===== src/rtl/secuenciador_escritura_rtc_pkg.sv =====
// Shared constants for the local-to-RTC write sequencer: modo encodings,
// RTC register addresses, FSM state encoding and the per-modo address range.
package secuenciador_escritura_rtc_pkg;

    localparam logic [1:0] MODO_TODO       = 2'b00;
    localparam logic [1:0] MODO_HORA_FECHA = 2'b01;
    localparam logic [1:0] MODO_TIMER      = 2'b10;
    localparam logic [1:0] MODO_INVALIDO   = 2'b11;

    localparam logic [7:0] RTC_TIEMPO_0 = 8'h21;
    localparam logic [7:0] RTC_TIEMPO_1 = 8'h22;
    localparam logic [7:0] RTC_TIEMPO_2 = 8'h23;
    localparam logic [7:0] RTC_TIEMPO_3 = 8'h24;
    localparam logic [7:0] RTC_TIEMPO_4 = 8'h25;
    localparam logic [7:0] RTC_TIEMPO_5 = 8'h26;
    localparam logic [7:0] RTC_TIEMPO_6 = 8'h27;
    localparam logic [7:0] RTC_TIMER_0  = 8'h41;
    localparam logic [7:0] RTC_TIMER_1  = 8'h42;
    localparam logic [7:0] RTC_TIMER_2  = 8'h43;
    localparam logic [7:0] RTC_COMMIT   = 8'hF1;

    localparam logic [2:0] EST_IDLE      = 3'd0;
    localparam logic [2:0] EST_CARGA     = 3'd1;
    localparam logic [2:0] EST_PEDIR     = 3'd2;
    localparam logic [2:0] EST_SIGUIENTE = 3'd3;
    localparam logic [2:0] EST_COMMIT    = 3'd4;
    localparam logic [2:0] EST_FIN       = 3'd5;

    typedef struct packed {
        logic [3:0] primera;
        logic [3:0] ultima;
    } rango_t;

    // Invalid modo yields a harmless 0..0 range; the FSM rejects it anyway.
    function automatic rango_t rango_modo(input logic [1:0] modo);
        rango_t r;
        case (modo)
            MODO_TODO:       r = '{primera: 4'd0, ultima: 4'd9};
            MODO_HORA_FECHA: r = '{primera: 4'd0, ultima: 4'd6};
            MODO_TIMER:      r = '{primera: 4'd7, ultima: 4'd9};
            default:         r = '{primera: 4'd0, ultima: 4'd0};
        endcase
        return r;
    endfunction

endpackage


===== src/rtl/secuenciador_escritura_rtc_if.sv =====
// Write request channel between the sequencer (master) and the RTC bus driver (slave).
interface secuenciador_escritura_rtc_if;

    logic       req_escritura;
    logic       ack_escritura;
    logic [7:0] dir_rtc;
    logic [7:0] dato_rtc;

    modport master (
        output req_escritura,
        output dir_rtc,
        output dato_rtc,
        input  ack_escritura
    );

    modport slave (
        input  req_escritura,
        input  dir_rtc,
        input  dato_rtc,
        output ack_escritura
    );

endinterface


===== src/rtl/secuenciador_escritura_rtc_mapa_dir_rtc.sv =====
// Combinational map from local register-file address to RTC register address.
module mapa_dir_rtc
    import secuenciador_escritura_rtc_pkg::*;
(
    input  logic [3:0] addr_local,
    output logic [7:0] dir_rtc
);

    always_comb begin
        dir_rtc = 8'h00;
        case (addr_local)
            4'd0: dir_rtc = RTC_TIEMPO_0;
            4'd1: dir_rtc = RTC_TIEMPO_1;
            4'd2: dir_rtc = RTC_TIEMPO_2;
            4'd3: dir_rtc = RTC_TIEMPO_3;
            4'd4: dir_rtc = RTC_TIEMPO_4;
            4'd5: dir_rtc = RTC_TIEMPO_5;
            4'd6: dir_rtc = RTC_TIEMPO_6;
            4'd7: dir_rtc = RTC_TIMER_0;
            4'd8: dir_rtc = RTC_TIMER_1;
            4'd9: dir_rtc = RTC_TIMER_2;
            default: dir_rtc = 8'h00;
        endcase
    end

endmodule


===== src/rtl/secuenciador_escritura_rtc.sv =====
// Sweeps the local register file into the RTC, one req/ack write per register,
// and finishes with a commit write so the RTC latches the new values.
module secuenciador_escritura_rtc
    import secuenciador_escritura_rtc_pkg::*;
#(
    parameter logic [15:0] TIMEOUT_CICLOS = 16'd1000,
    parameter logic [7:0]  CMD_ADDR       = 8'hF1,
    parameter logic [7:0]  CMD_DATA       = 8'hF1
)(
    input  logic                          clk,
    input  logic                          reset,
    input  logic                          start,
    input  logic [1:0]                    modo,
    input  logic [7:0]                    in_dato_mem,
    output logic                          reg_wr,
    output logic [3:0]                    addr_mem_local,
    output logic                          ocupado,
    output logic                          fin,
    output logic                          error,
    secuenciador_escritura_rtc_if.master  bus
);

    logic [2:0]  estado;
    logic [3:0]  ultima_dir;
    logic [15:0] contador;
    rango_t      rango;
    logic [3:0]  addr_siguiente;
    logic [7:0]  dir_siguiente;

    // One map instance serves both the first address (from IDLE) and each increment.
    always_comb begin
        rango          = rango_modo(modo);
        addr_siguiente = (estado == EST_IDLE) ? rango.primera : addr_mem_local + 4'd1;
    end

    mapa_dir_rtc u_mapa (
        .addr_local (addr_siguiente),
        .dir_rtc    (dir_siguiente)
    );

    always_ff @(posedge clk or negedge reset) begin
        if (!reset) begin
            estado            <= EST_IDLE;
            reg_wr            <= 1'b1;
            addr_mem_local    <= 4'd0;
            ultima_dir        <= 4'd0;
            contador          <= 16'd0;
            ocupado           <= 1'b0;
            fin               <= 1'b0;
            error             <= 1'b0;
            bus.req_escritura <= 1'b0;
            bus.dir_rtc       <= 8'h00;
            bus.dato_rtc      <= 8'h00;
        end else begin
            fin   <= 1'b0;
            error <= 1'b0;
            case (estado)
                EST_IDLE: begin
                    reg_wr            <= 1'b1;
                    bus.req_escritura <= 1'b0;
                    if (start) begin
                        if (modo == MODO_INVALIDO) begin
                            error <= 1'b1;
                        end else begin
                            addr_mem_local <= addr_siguiente;
                            ultima_dir     <= rango.ultima;
                            bus.dir_rtc    <= dir_siguiente;
                            reg_wr         <= 1'b0;
                            ocupado        <= 1'b1;
                            estado         <= EST_CARGA;
                        end
                    end
                end
                EST_CARGA: begin
                    bus.dato_rtc      <= in_dato_mem;
                    bus.req_escritura <= 1'b1;
                    contador          <= 16'd0;
                    estado            <= EST_PEDIR;
                end
                // An ack sampled in the same cycle the counter hits the limit wins.
                EST_PEDIR, EST_COMMIT: begin
                    if (bus.ack_escritura) begin
                        bus.req_escritura <= 1'b0;
                        if (estado == EST_COMMIT) begin
                            fin    <= 1'b1;
                            estado <= EST_FIN;
                        end else begin
                            estado <= EST_SIGUIENTE;
                        end
                    end else if (contador == TIMEOUT_CICLOS) begin
                        bus.req_escritura <= 1'b0;
                        error             <= 1'b1;
                        ocupado           <= 1'b0;
                        reg_wr            <= 1'b1;
                        estado            <= EST_IDLE;
                    end else if (contador != 16'hFFFF) begin
                        contador <= contador + 16'd1;
                    end
                end
                EST_SIGUIENTE: begin
                    if (addr_mem_local == ultima_dir) begin
                        bus.dir_rtc       <= CMD_ADDR;
                        bus.dato_rtc      <= CMD_DATA;
                        bus.req_escritura <= 1'b1;
                        reg_wr            <= 1'b1;
                        contador          <= 16'd0;
                        estado            <= EST_COMMIT;
                    end else begin
                        addr_mem_local <= addr_siguiente;
                        bus.dir_rtc    <= dir_siguiente;
                        estado         <= EST_CARGA;
                    end
                end
                EST_FIN: begin
                    ocupado <= 1'b0;
                    estado  <= EST_IDLE;
                end
                default: begin
                    estado <= EST_IDLE;
                end
            endcase
        end
    end

endmodule


===== src/flat_wrapper.sv =====
// flat-port wrapper written by rule: the top's interface ports become plain ports
module secuenciador_escritura_rtc_flat import secuenciador_escritura_rtc_pkg::*;
#(
    parameter logic [15:0] TIMEOUT_CICLOS = 16'd1000,
    parameter logic [7:0]  CMD_ADDR       = 8'hF1,
    parameter logic [7:0]  CMD_DATA       = 8'hF1
)
  (clk, reset, start, modo, in_dato_mem, reg_wr, addr_mem_local, ocupado, fin, error, bus_req_escritura, bus_dir_rtc, bus_dato_rtc, bus_ack_escritura);
  secuenciador_escritura_rtc_if bus_i ();
  input  logic clk;
  input  logic reset;
  input  logic start;
  input  logic [1:0] modo;
  input  logic [7:0] in_dato_mem;
  output logic reg_wr;
  output logic [3:0] addr_mem_local;
  output logic ocupado;
  output logic fin;
  output logic error;
  output wire logic [$bits(bus_i.req_escritura)-1:0] bus_req_escritura;
  output wire logic [$bits(bus_i.dir_rtc)-1:0] bus_dir_rtc;
  output wire logic [$bits(bus_i.dato_rtc)-1:0] bus_dato_rtc;
  input wire logic [$bits(bus_i.ack_escritura)-1:0] bus_ack_escritura;
  assign bus_req_escritura = bus_i.req_escritura;
  assign bus_dir_rtc = bus_i.dir_rtc;
  assign bus_dato_rtc = bus_i.dato_rtc;
  assign bus_i.ack_escritura = bus_ack_escritura;
  secuenciador_escritura_rtc #(.TIMEOUT_CICLOS(TIMEOUT_CICLOS), .CMD_ADDR(CMD_ADDR), .CMD_DATA(CMD_DATA)) u_core (.clk(clk), .reset(reset), .start(start), .modo(modo), .in_dato_mem(in_dato_mem), .reg_wr(reg_wr), .addr_mem_local(addr_mem_local), .ocupado(ocupado), .fin(fin), .error(error), .bus(bus_i));
endmodule

===== config.mk =====
export PLATFORM = sky130hd
export DESIGN_NAME = secuenciador_escritura_rtc_flat
export DESIGN_NICKNAME = d
export VERILOG_FILES = /design/src/rtl/secuenciador_escritura_rtc_pkg.sv /design/src/rtl/secuenciador_escritura_rtc_if.sv /design/src/rtl/secuenciador_escritura_rtc_mapa_dir_rtc.sv /design/src/rtl/secuenciador_escritura_rtc.sv /design/src/flat_wrapper.sv
export SDC_FILE = /design/constraint.sdc
export NUM_CORES = 1
export LEC_CHECK = 0
export ABC_AREA = 1
export BUFFER_PORTS_ARGS = -buffer_cell sky130_fd_sc_hd__buf_2
export CAP_MARGIN = 10
export CELL_PAD_IN_SITES_DETAIL_PLACEMENT = 1
export CELL_PAD_IN_SITES_GLOBAL_PLACEMENT = 1
export CORE_ASPECT_RATIO = 2
export CORE_MARGIN = 2
export CORE_UTILIZATION = 37
export DETAILED_ROUTE_END_ITERATION = 10
export PLACE_DENSITY_LB_ADDON = 0.05
export SLEW_MARGIN = 20
export SYNTH_ARGS = -nofsm -noshare
export SYNTH_HDL_FRONTEND = slang
export SYNTH_HIERARCHICAL = 1
export SYNTH_SLANG_ARGS = --single-unit
export TNS_END_PERCENT = 10

===== constraint.sdc =====
create_clock -name clk -period 1.8 [get_ports clk]
set_input_delay 0.09 -clock clk [delete_from_list [all_inputs] [get_ports clk]]
set_output_delay 0.09 -clock clk [all_outputs]
set_load 0.01 [all_outputs]

==> results of run 1 <==
[registers in the layout, summed over array words and instances (netlist names)]
name and cells:
u_core/contador 16, u_core/bus.req_escritura 1, u_core/reg_wr 1, u_core/estado 3
u_core/bus.dato_rtc 8, u_core/fin 1, u_core/error 1, u_core/addr_mem_local 4
u_core/ocupado 1, u_core/ultima_dir 2, u_core/bus.dir_rtc 8
[metal layers]
metal | vias to the layer above | GRT usage
met1 | 1335 | 0.203
met4 | 0 | 0.130
met2 | 51 | 0.462
li1 | 1337 | -
met3 | 24 | 0.0214
met5 | - | 0
[synthesized netlist by cell type]
cell      instances
nand2_1         104
nor2_1           49
dfrtp_1          45
nand3_1          42
inv_1            38
o21ai_0          12
a21oi_1           8
buf_4             8
nand2_2           8
ha_1              6
nor3_1            6
inv_2             5
nor2_2            5
o22a_1            5
o22ai_1           5
nand4_1           4
a22o_1            3
nor2_4            3
a31oi_1           2
nand3b_1          2
xor2_1            2
buf_2             1
buf_6             1
conb_1            1
dfstp_2           1
nand2_4           1
nand3_2           1
nand3b_2          1
nor3b_1           1
o211ai_1          1
o21ai_1           1
o21bai_1          1
xnor2_1           1
[worst paths after layout]
kind	start	endpoint	slack, ps
max	u_core/estado[1]	u_core/bus.dir_rtc[0]	80
min	in_dato_mem[2]	u_core/bus.dato_rtc[2]	30
max reg2reg	u_core/estado[1]	u_core/bus.dir_rtc[0]	80
min reg2reg	u_core/reg_wr	u_core/reg_wr	460
max in group asynchronous	reset	u_core/reg_wr	910
min in group asynchronous	reset	u_core/bus.dir_rtc[3]	270
[cell families (layout without fill, tap and decap cells)]
kind of cell,after synthesis,in the layout,share of synthesized area
flip-flops,46,46,0.421
buffers and inverters,53,124,0.0868
adder cells (fa/ha/maj),6,6,0.0274
AO/OA/AOI/OAI,38,38,0.0854
AND/OR/NAND/NOR,227,227,0.369
other,1,3,0.00137
XOR/XNOR,3,3,0.00960
[per-stage QoR]
step / total power [mW] / hold slack, ps
after global placement: 4.63 / 51.2
after global routing: 6.23 / 33.8
final: 5.79 / 25.5
after floorplan: 3.40 / -206
after detailed placement: 4.71 / 53.5
after CTS: 5.73 / 21.9
[power by group through the flow]
stage | sequential (mW) | clock, mW | combinational (mW)
after floorplan | 1.71 | 0 | 1.69
after detailed placement | 1.60 | 0 | 3.11
final | 1.57 | 0.952 | 3.26
after CTS | 1.58 | 0.986 | 3.16
after global routing | 1.62 | 1.01 | 3.61
after global placement | 1.58 | 0 | 3.05
[critical path, cell delays in order, from the launching register on]
cell     delay, ps
dfrtp_1        410
nor2_4         120
nand2_2         80
inv_4           90
nand3_2        110
o21ai_2         90
buf_4          160
ha_1           170
nand2_1         70
nand2_1        100
nor2_2          40
o22ai_1        120
inv_1           60
[final cells by class]
cell class / instances / area share
flip-flops and latches: 46 / 0.334
multi-input cells: 277 / 0.406
inverters: 43 / 0.0476
well taps: 92 / 0.0334
clock buffers: 7 / 0.0414
clock inverters: 1 / 0.00145
repair buffers: 73 / 0.136
[what timing repair did]
| item | 4_1_cts | 5_1_grt |
|---|---|---|
| hold endpoints to repair | 14 | 0 |
| buffers inserted | 1 | 1 |
| hold buffers | 1 | 0 |
| endpoints found under the setup margin | 5 | 21 |
| resized for setup | 1 | 11 |
| cloned | 0 | 0 |
| pin swaps | 0 | 1 |
==> flow_summary.yaml, run 1 <==
route:
  met1Wirelength_um: 3000
  met3_length_um: 204
  top_layer: "met4"
  wl_per_cell_um: 16.3
  vias: 2747
  met2_length_um: 5130
  drcViolationCount: 0
  drt_iter0_markers: 50
  wl_um: 8770
  drtAntennaViolNets: 0
  drtPass1Iterations: 6
  vias_per_cell: 5.10
yosys:
  syn_area_mm2: 0.00274
  synth_top_cell_area_share: 0.411
  synth_top_area_cell: "dfrtp_1"
  syn_inst: 374
  synth_seq_cells: 46
  yosysWarnings: 6
  ys_seq_area_frac: 0.421
  synth.distinct_cells: 33
  yosys-top-cells-area: "dfrtp_1 (41%), nand2_1 (14%), nand3_1 (7.7%)"
  syn_avg_cell_area_um2: 7.32
layout:
  mostFrequentLayoutCell: "nand2_1"
  num-fill-cells: 933
  final_area_mm2: 0.00345
  regArea_mm2: 0.00115
  n_antenna_cell: 0
  syn_to_final_growth_pct: 25.8
  drive_gt1_frac: 0.248
  fin_util: 0.478
  finalNonFillerCells: 539
  multi_input_area_mm2: 0.00140
  nets: 466
  mostFrequentLayoutCells: "nand2_1 (103), nor2_1 (49), dfrtp_1 (45), nand3_1 (40), buf_2 (38)"
sta:
  period_share: 0.957
  fin_tns_setup_ps: 0
  final.setup_skew_ps: 4.33
  final.min_clock_period_ps: 1720
  max_freq_mhz: 581
  rsz0062_at_grt: "true"
  setup_slack_ps: 78.0
  drv_slew: 0
  finalSetupViolCount: 0
  finalHoldViolations: 0
clock_tree:
  path_clk_slew_ps: 60
  clk_latency_ps: 290
  cts_tree: "built"
  htreeDepth: 2
  cts_buffers: 5
  clock-sinks: 46
  cts_root_buf: "clkbuf_16"
  cts.path.max_buffers: 2
power:
  internal-power_mw: 3.22
  swShare: 0.444
  p_leak_nw: 1.75
  clockPowerShare: 0.165
  power_switching_mw: 2.57
  p_per_area_mw_per_mm2: 1680
  combPwrFrac: 0.564
  ir_drop_uv: 500
  power_frac_seq: 0.272
place:
  place_area_mm2: 0.00323
  hpwl_um: 6930
  dp_cells: 528
  gp_congestion: 0.853
  place_worst_setup_slack_ps: -113
  io_buffer_count: 38
floorplanning:
  num_rows: 44
  initial_core_util: 0.380
  core-area_mm2: 0.00721
  die_w_um: 64.8
  ios: 39
  die_h_um: 126
  fp.dieArea_mm2: 0.00815
critical_path:
  crit_arrival_ps: 1900
  r2r_cells: 12
  critPathLaunchType: "flop"
  crit_type: "reg -> reg"
  setup.worst_path.end_class: "flop"
  crit_path_max_fanout: 5
  cp.required_ps: 1980
grt:
  grt_pass1_vias: 2964
  grt_max_degree: 19
  grt_pass1_wl_um: 14100
  track_usage: 0.228
  grt_overflow: 0
  antenna_found_initial: 0
run:
  maxCapViolations: 0
worst_hold_path:
  whs_path_depth: 2
  hold_path_class: "in -> reg"
run_status:
  status: "complete, no violations"
Note: power is estimated with default switching activity, not from simulation.
==> run 2, diff against run 1 <==
--- a/config.mk
+++ b/config.mk
@@ -6,14 +6,15 @@
 export NUM_CORES = 1
 export LEC_CHECK = 0
 export ABC_AREA = 1
-export BUFFER_PORTS_ARGS = -buffer_cell sky130_fd_sc_hd__buf_2
 export CAP_MARGIN = 10
 export CELL_PAD_IN_SITES_DETAIL_PLACEMENT = 1
 export CELL_PAD_IN_SITES_GLOBAL_PLACEMENT = 1
 export CORE_ASPECT_RATIO = 2
 export CORE_MARGIN = 2
-export CORE_UTILIZATION = 37
+export CORE_UTILIZATION = 41
+export CTS_BUF_LIST = sky130_fd_sc_hd__clkbuf_16
 export DETAILED_ROUTE_END_ITERATION = 10
+export DONT_BUFFER_PORTS = 1
 export PLACE_DENSITY_LB_ADDON = 0.05
 export SLEW_MARGIN = 20
 export SYNTH_ARGS = -nofsm -noshare
==> constraint.sdc (replaced) <==
create_clock -name clk -period 1.8 [get_ports clk]
set_input_delay 0.09 -clock clk [delete_from_list [all_inputs] [get_ports clk]]
set_output_delay 0.09 -clock clk [all_outputs]
set_load 0.02 [all_outputs]
==> run 2 against run 1 <==
Net effect: utilization rose by 3.2 points; via count fell by 6.7%; largest cell class unchanged; critical path type unchanged; largest power group unchanged; maximum frequency rose by 0.40%.
==> flow_summary.yaml, run 2 (synthesis gave the netlist of run 1 again) <==
grt:
  antenna_found_initial: 0
  top_usage_layer: "met2"
  grt_use_met2: 0.366
  grt_util_met1: 0.290
  grt_overflow: 0
  grt_pass1_vias: 2698
  track_usage: 0.224
  grt_max_degree: 47
  use_met3: 0.0431
  grt_pass1_wl_um: 12600
clock_tree:
  cts_buffers: 5
  path_clk_slew_ps: 70
  cts_tree: "built"
  cts_root_buf: "clkbuf_16"
  cts.path.max_buffers: 2
  htreeDepth: 2
  clk_latency_ps: 300
  clock-sinks: 46
layout:
  mostFrequentLayoutCell: "nand2_1"
  reg.largest.list: "u_core/contador x16, u_core/bus.dato_rtc x8, u_core/bus.dir_rtc x8"
  mostFrequentLayoutCells: "nand2_1 (104), nor2_1 (48), dfrtp_1 (44), nand3_1 (41), inv_1 (37)"
  largest_reg_flops: 16
  syn_to_final_growth_pct: 21.2
  drive_gt1_frac: 0.160
  fin_util: 0.509
  nets: 431
  final_area_mm2: 0.00332
  n_antenna_cell: 0
  largest_register: "u_core/contador"
  num-fill-cells: 837
route:
  drtAntennaViolNets: 0
  vias_per_cell: 5.13
  vias: 2564
  wl_per_cell_um: 15.0
  drtPass1Iterations: 4
  wl_um: 7500
  drcViolationCount: 0
  drt_iter0_markers: 114
worst_hold_path:
  whs_path_depth: 4
  hold_start: "bus_ack_escritura"
  hold_path_class: "in -> reg"
  holdPathEnd: "u_core/ocupado"
sta:
  finalHoldViolations: 0
  final.min_clock_period_ps: 1720
  max_freq_mhz: 583
  rsz0062_at_grt: "true"
  drv_slew: 0
  finalSetupViolCount: 0
  period_share: 0.953
  fin_tns_setup_ps: 0
  hold_ws_ps: 62.8
  final.setup_skew_ps: 6.19
critical_path:
  setup.worst_path.end_class: "flop"
  critPathLaunchType: "flop"
  crit_type: "reg -> reg"
  rrSetupSlack_ps: 80
  r2r_start: "u_core/estado[0]"
  r2r_cells: 13
  r2r_end: "u_core/bus.dir_rtc[0]"
  crit_arrival_ps: 1910
  crit_path_max_fanout: 5
  cp.required_ps: 1990
floorplanning:
  fp.dieArea_mm2: 0.00739
  ios: 39
  core-area_mm2: 0.00652
  initial_core_util: 0.420
  num_rows: 42
  die_w_um: 61.8
  die_h_um: 120
place:
  hpwl_um: 5370
  place_area_mm2: 0.00295
  gp_congestion: 0.843
  io_buffer_count: 0
power:
  p_leak_nw: 1.60
  ir_drop_uv: 877
  p_per_area_mw_per_mm2: 1660
run:
  maxCapViolations: 0
run_status:
  status: "complete, no violations"
==> run 2: cell count changes in the layout (fill, tap and decap cells not counted), sizes merged <==
cell         change
buf             -47
clkbuf           -2
dlygate4sd3     +12
inv              +2
==> run 2: worst max-delay path by stage <==
stage | startpoint | end | slack [ps] | cells after the start
3_5_place_dp | u_core/estado[0] | u_core/bus.dir_rtc[0] | -170 | 10
4_1_cts | u_core/addr_mem_local[0] | u_core/bus.dir_rtc[0] | 10 | 8
6_report | u_core/estado[0] | u_core/bus.dir_rtc[0] | 80 | 13
5_1_grt | u_core/estado[1] | u_core/bus.dir_rtc[6] | -50 | 10
2_1_floorplan | u_core/estado[1] | u_core/bus.dir_rtc[0] | 3 | 13
3_3_place_gp | u_core/estado[1] | u_core/bus.dir_rtc[0] | 40 | 11
==> run 2: final cells by class <==
type / instances / area, µm² / area share
Clock buffer: 5 / 125 / 0.0377
Clock inverter: 3 / 28.8 / 0.00867
Inverter: 43 / 164 / 0.0494
Multi-Input combinational cell: 277 / 1400 / 0.422
Sequential cell: 46 / 1150 / 0.348
Tap cell: 88 / 110 / 0.0332
Timing Repair Buffer: 38 / 338 / 0.102
==> run 2: report_power, final <==
group	internal (mW)	switching [mW]
sequential	1.37	0.518
combinational	0.999	1.65
clock	0.533	0.446
total	2.90	2.62
==> run 2: repair_timing <==
item                                    in CTS  in global routing
setup buffers                                0                  2
gates resized for setup                      4                  9
endpoints found under the hold margin       58                  0
pin swaps                                    0                  2
endpoints found under the setup margin       5                 24
hold buffers                                14                  0
==> run 2: metal layers <==
layer / wire, µm / up-vias
li1: - / 1263
met1: 3250 / 1244
met2: 3850 / 50
met3: 294 / 7
met4: 114 / 0
met5: 0 / -
==> run 2: critical path, stage by stage, from the launching register on <==
cell and delay, ps:
dfrtp_1 420, nor2_4 160, nand2_4 80, inv_4 100
nand3_4 90, o21ai_2 90, inv_1 80, ha_1 200
inv_1 50, nand2_1 40, nand2_1 80, nor2_2 40
o22ai_1 130, inv_1 50
==> run 2: per-stage QoR <==
| stage | total power [mW] | worst slack [ps] | cells |
|---|---|---|---|
| 2_1_floorplan | 3.58 | 3.24 | 376 |
| 3_3_place_gp | 4.27 | 44.7 | 476 |
| 3_5_place_dp | 4.37 | -167 | 476 |
| 4_1_cts | 5.46 | 13.7 | 498 |
| 5_1_grt | 5.94 | -45.1 | 500 |
| 6_report | 5.51 | 84.9 | 500 |
==> run 3, diff against run 2 <==
--- a/config.mk
+++ b/config.mk
@@ -16,6 +16,7 @@
 export DETAILED_ROUTE_END_ITERATION = 10
 export DONT_BUFFER_PORTS = 1
 export PLACE_DENSITY_LB_ADDON = 0.05
+export RECOVER_POWER = 100
 export SLEW_MARGIN = 20
 export SYNTH_ARGS = -nofsm -noshare
 export SYNTH_HDL_FRONTEND = slang
==> run 3 against run 2 <==
Net effect: via count fell by 0.35%; combinational power hardly changed; utilization down 0.35 points; count of clock-buffer cells in the layout stayed put; register-to-register slack about the same; maximum frequency down 0.31%; critical endpoint unchanged; sequential cell count stayed put; final area down 0.68%; sequential share of layout area is 0.24 points higher.
==> flow_summary.yaml, run 3 (synthesis gave the netlist of run 1 again) <==
run_status:
  status: "complete, no violations"
floorplanning:
  num_rows: 42
  die_w_um: 61.8
  core-area_mm2: 0.00652
  fp.dieArea_mm2: 0.00739
  ios: 39
  initial_core_util: 0.420
  die_h_um: 120
clock_tree:
  cts_tree: "built"
  clock-sinks: 46
  cts.path.max_buffers: 2
  cts_buffers: 5
  path_clk_slew_ps: 70
  cts_root_buf: "clkbuf_16"
  htreeDepth: 2
  clk_latency_ps: 300
sta:
  tightestPinTransition_ps: 1150
  finalHoldViolations: 0
  finalSetupViolCount: 0
  drv_slew: 0
  final.setup_skew_ps: 5.92
  relSlewSlack: 0.235
  final.min_clock_period_ps: 1720
  hold_ws_ps: 62.4
  period_share: 0.956
  max_freq_mhz: 581
  rsz0062_at_grt: "true"
grt:
  grt_pass1_wl_um: 12600
  track_usage: 0.224
  grt_max_degree: 47
  grt_overflow: 0
  antenna_found_initial: 0
  grt_pass1_vias: 2698
run:
  maxCapViolations: 0
critical_path:
  crit_path_max_fanout: 5
  crit_arrival_ps: 1910
  path_buf_inv: 4
  cpMostUsedCell: "inv_1"
  endpoint: "u_core/bus.dir_rtc[0]"
  slowest_delay_ps: 420
  cp.depth: 13
  r2r_start: "u_core/estado[0]"
  cp.required_ps: 1990
  critPathLaunch: "u_core/estado[0]"
  critPathSlowestCell: "dfrtp_1"
  rrSetupSlack_ps: 80
  r2r_end: "u_core/bus.dir_rtc[0]"
  crit_type: "reg -> reg"
  critPathLaunchType: "flop"
  cp_top_family: "simple AND/OR/NAND/NOR gates"
  r2r_cells: 13
  crit_path_cell_trace: "nor2_4 -> nand2_4 -> inv_4 -> nand3_4 -> o21ai_2 -> inv_1 -> ha_1 -> inv_1 -> nand2_1 -> nand2_1 -> nor2_2 -> o22ai_1 -> inv_1"
  setup.worst_path.end_class: "flop"
route:
  wl_per_cell_um: 15.0
  drcViolationCount: 0
  wl_um: 7480
  vias: 2555
  vias_per_cell: 5.11
  drtPass1Iterations: 4
  drt_iter0_markers: 106
  drtAntennaViolNets: 0
layout:
  num-fill-cells: 840
  largest_register: "u_core/contador"
  nets: 431
  mostFrequentLayoutCells: "nand2_1 (104), nor2_1 (48), dfrtp_1 (44), nand3_1 (41), inv_1 (37)"
  drive_gt1_frac: 0.158
  n_antenna_cell: 0
  largest_reg_flops: 16
  reg.largest.list: "u_core/contador x16, u_core/bus.dato_rtc x8, u_core/bus.dir_rtc x8"
  mostFrequentLayoutCell: "nand2_1"
  syn_to_final_growth_pct: 20.4
worst_hold_path:
  hold_path_class: "in -> reg"
place:
  gp_congestion: 0.843
  io_buffer_count: 0
  hpwl_um: 5370
power:
  finalPower_mw: 5.50
  ir_drop_uv: 878
  p_per_area_mw_per_mm2: 1670
  p_leak_nw: 1.59
## run 3: cell types whose count changed in the layout (fill, tap and decap cells not counted), sizes merged
cell / before / now
buf: 25 / 24
clkbuf: 5 / 6
## run 3: how the worst min path moves through the flow
stage          slack, ps                       end  cells after the start              start
6_report              60            u_core/ocupado                      4  bus_ack_escritura
3_3_place_gp        -200  u_core/addr_mem_local[3]                      0              reset
5_1_grt               70            u_core/ocupado                      4  bus_ack_escritura
3_5_place_dp        -200  u_core/addr_mem_local[1]                      0              reset
2_1_floorplan       -210  u_core/addr_mem_local[0]                      0              reset
4_1_cts               60      u_core/ultima_dir[0]                      3            modo[0]
## run 3: where the power goes
part / leakage [nW] / switching, mW / total (mW) / internal (mW)
Clock: 0.0763 / 0.446 / 0.979 / 0.533
Sequential: 0.580 / 0.519 / 1.88 / 1.36
Combinational: 0.937 / 1.65 / 2.64 / 0.993
## run 3: layout make-up
class,instances,area (µm²),area share
clock buffers,5,125,0.0380
clock inverters,3,28.8,0.00873
inverters,43,164,0.0497
multi-input cells,277,1400,0.425
flip-flops and latches,46,1150,0.350
well taps,88,110,0.0334
repair buffers,38,315,0.0956
## run 3: metal layers
metal	global-route usage	up-vias	share of wire
met3	0.0431	7	0.037
met1	0.290	1244	0.43
met5	0	-	0
li1	-	1260	-
met4	0.0678	0	0.015
met2	0.366	44	0.51
## run 3: what timing repair did
item	4_1_cts	5_1_grt
setup endpoints to repair	5	24
pin swaps	0	2
endpoints found under the hold margin	58	0
hold buffers	14	0
gates cloned	0	0
gates resized for setup	4	9
buffers inserted	0	2
## run 3: worst min-delay path, cell delays in order
cell and delay, ps:
nand2_2 40, nand3_1 70, o21ai_0 70, inv_1 50
## run 3: through the flow
step                      std cells   util  area, µm²  worst slack (ps)  TNS [ps]
after floorplan                 376      -       2750              3.24         0
after global placement          476  0.453       2950              44.7         0
after detailed placement        476  0.453       2950              -167      -453
after CTS                       498  0.502       3270              13.7         0
after global routing            500  0.506       3300             -45.1      -263
final                           500  0.506       3300              79.6         0
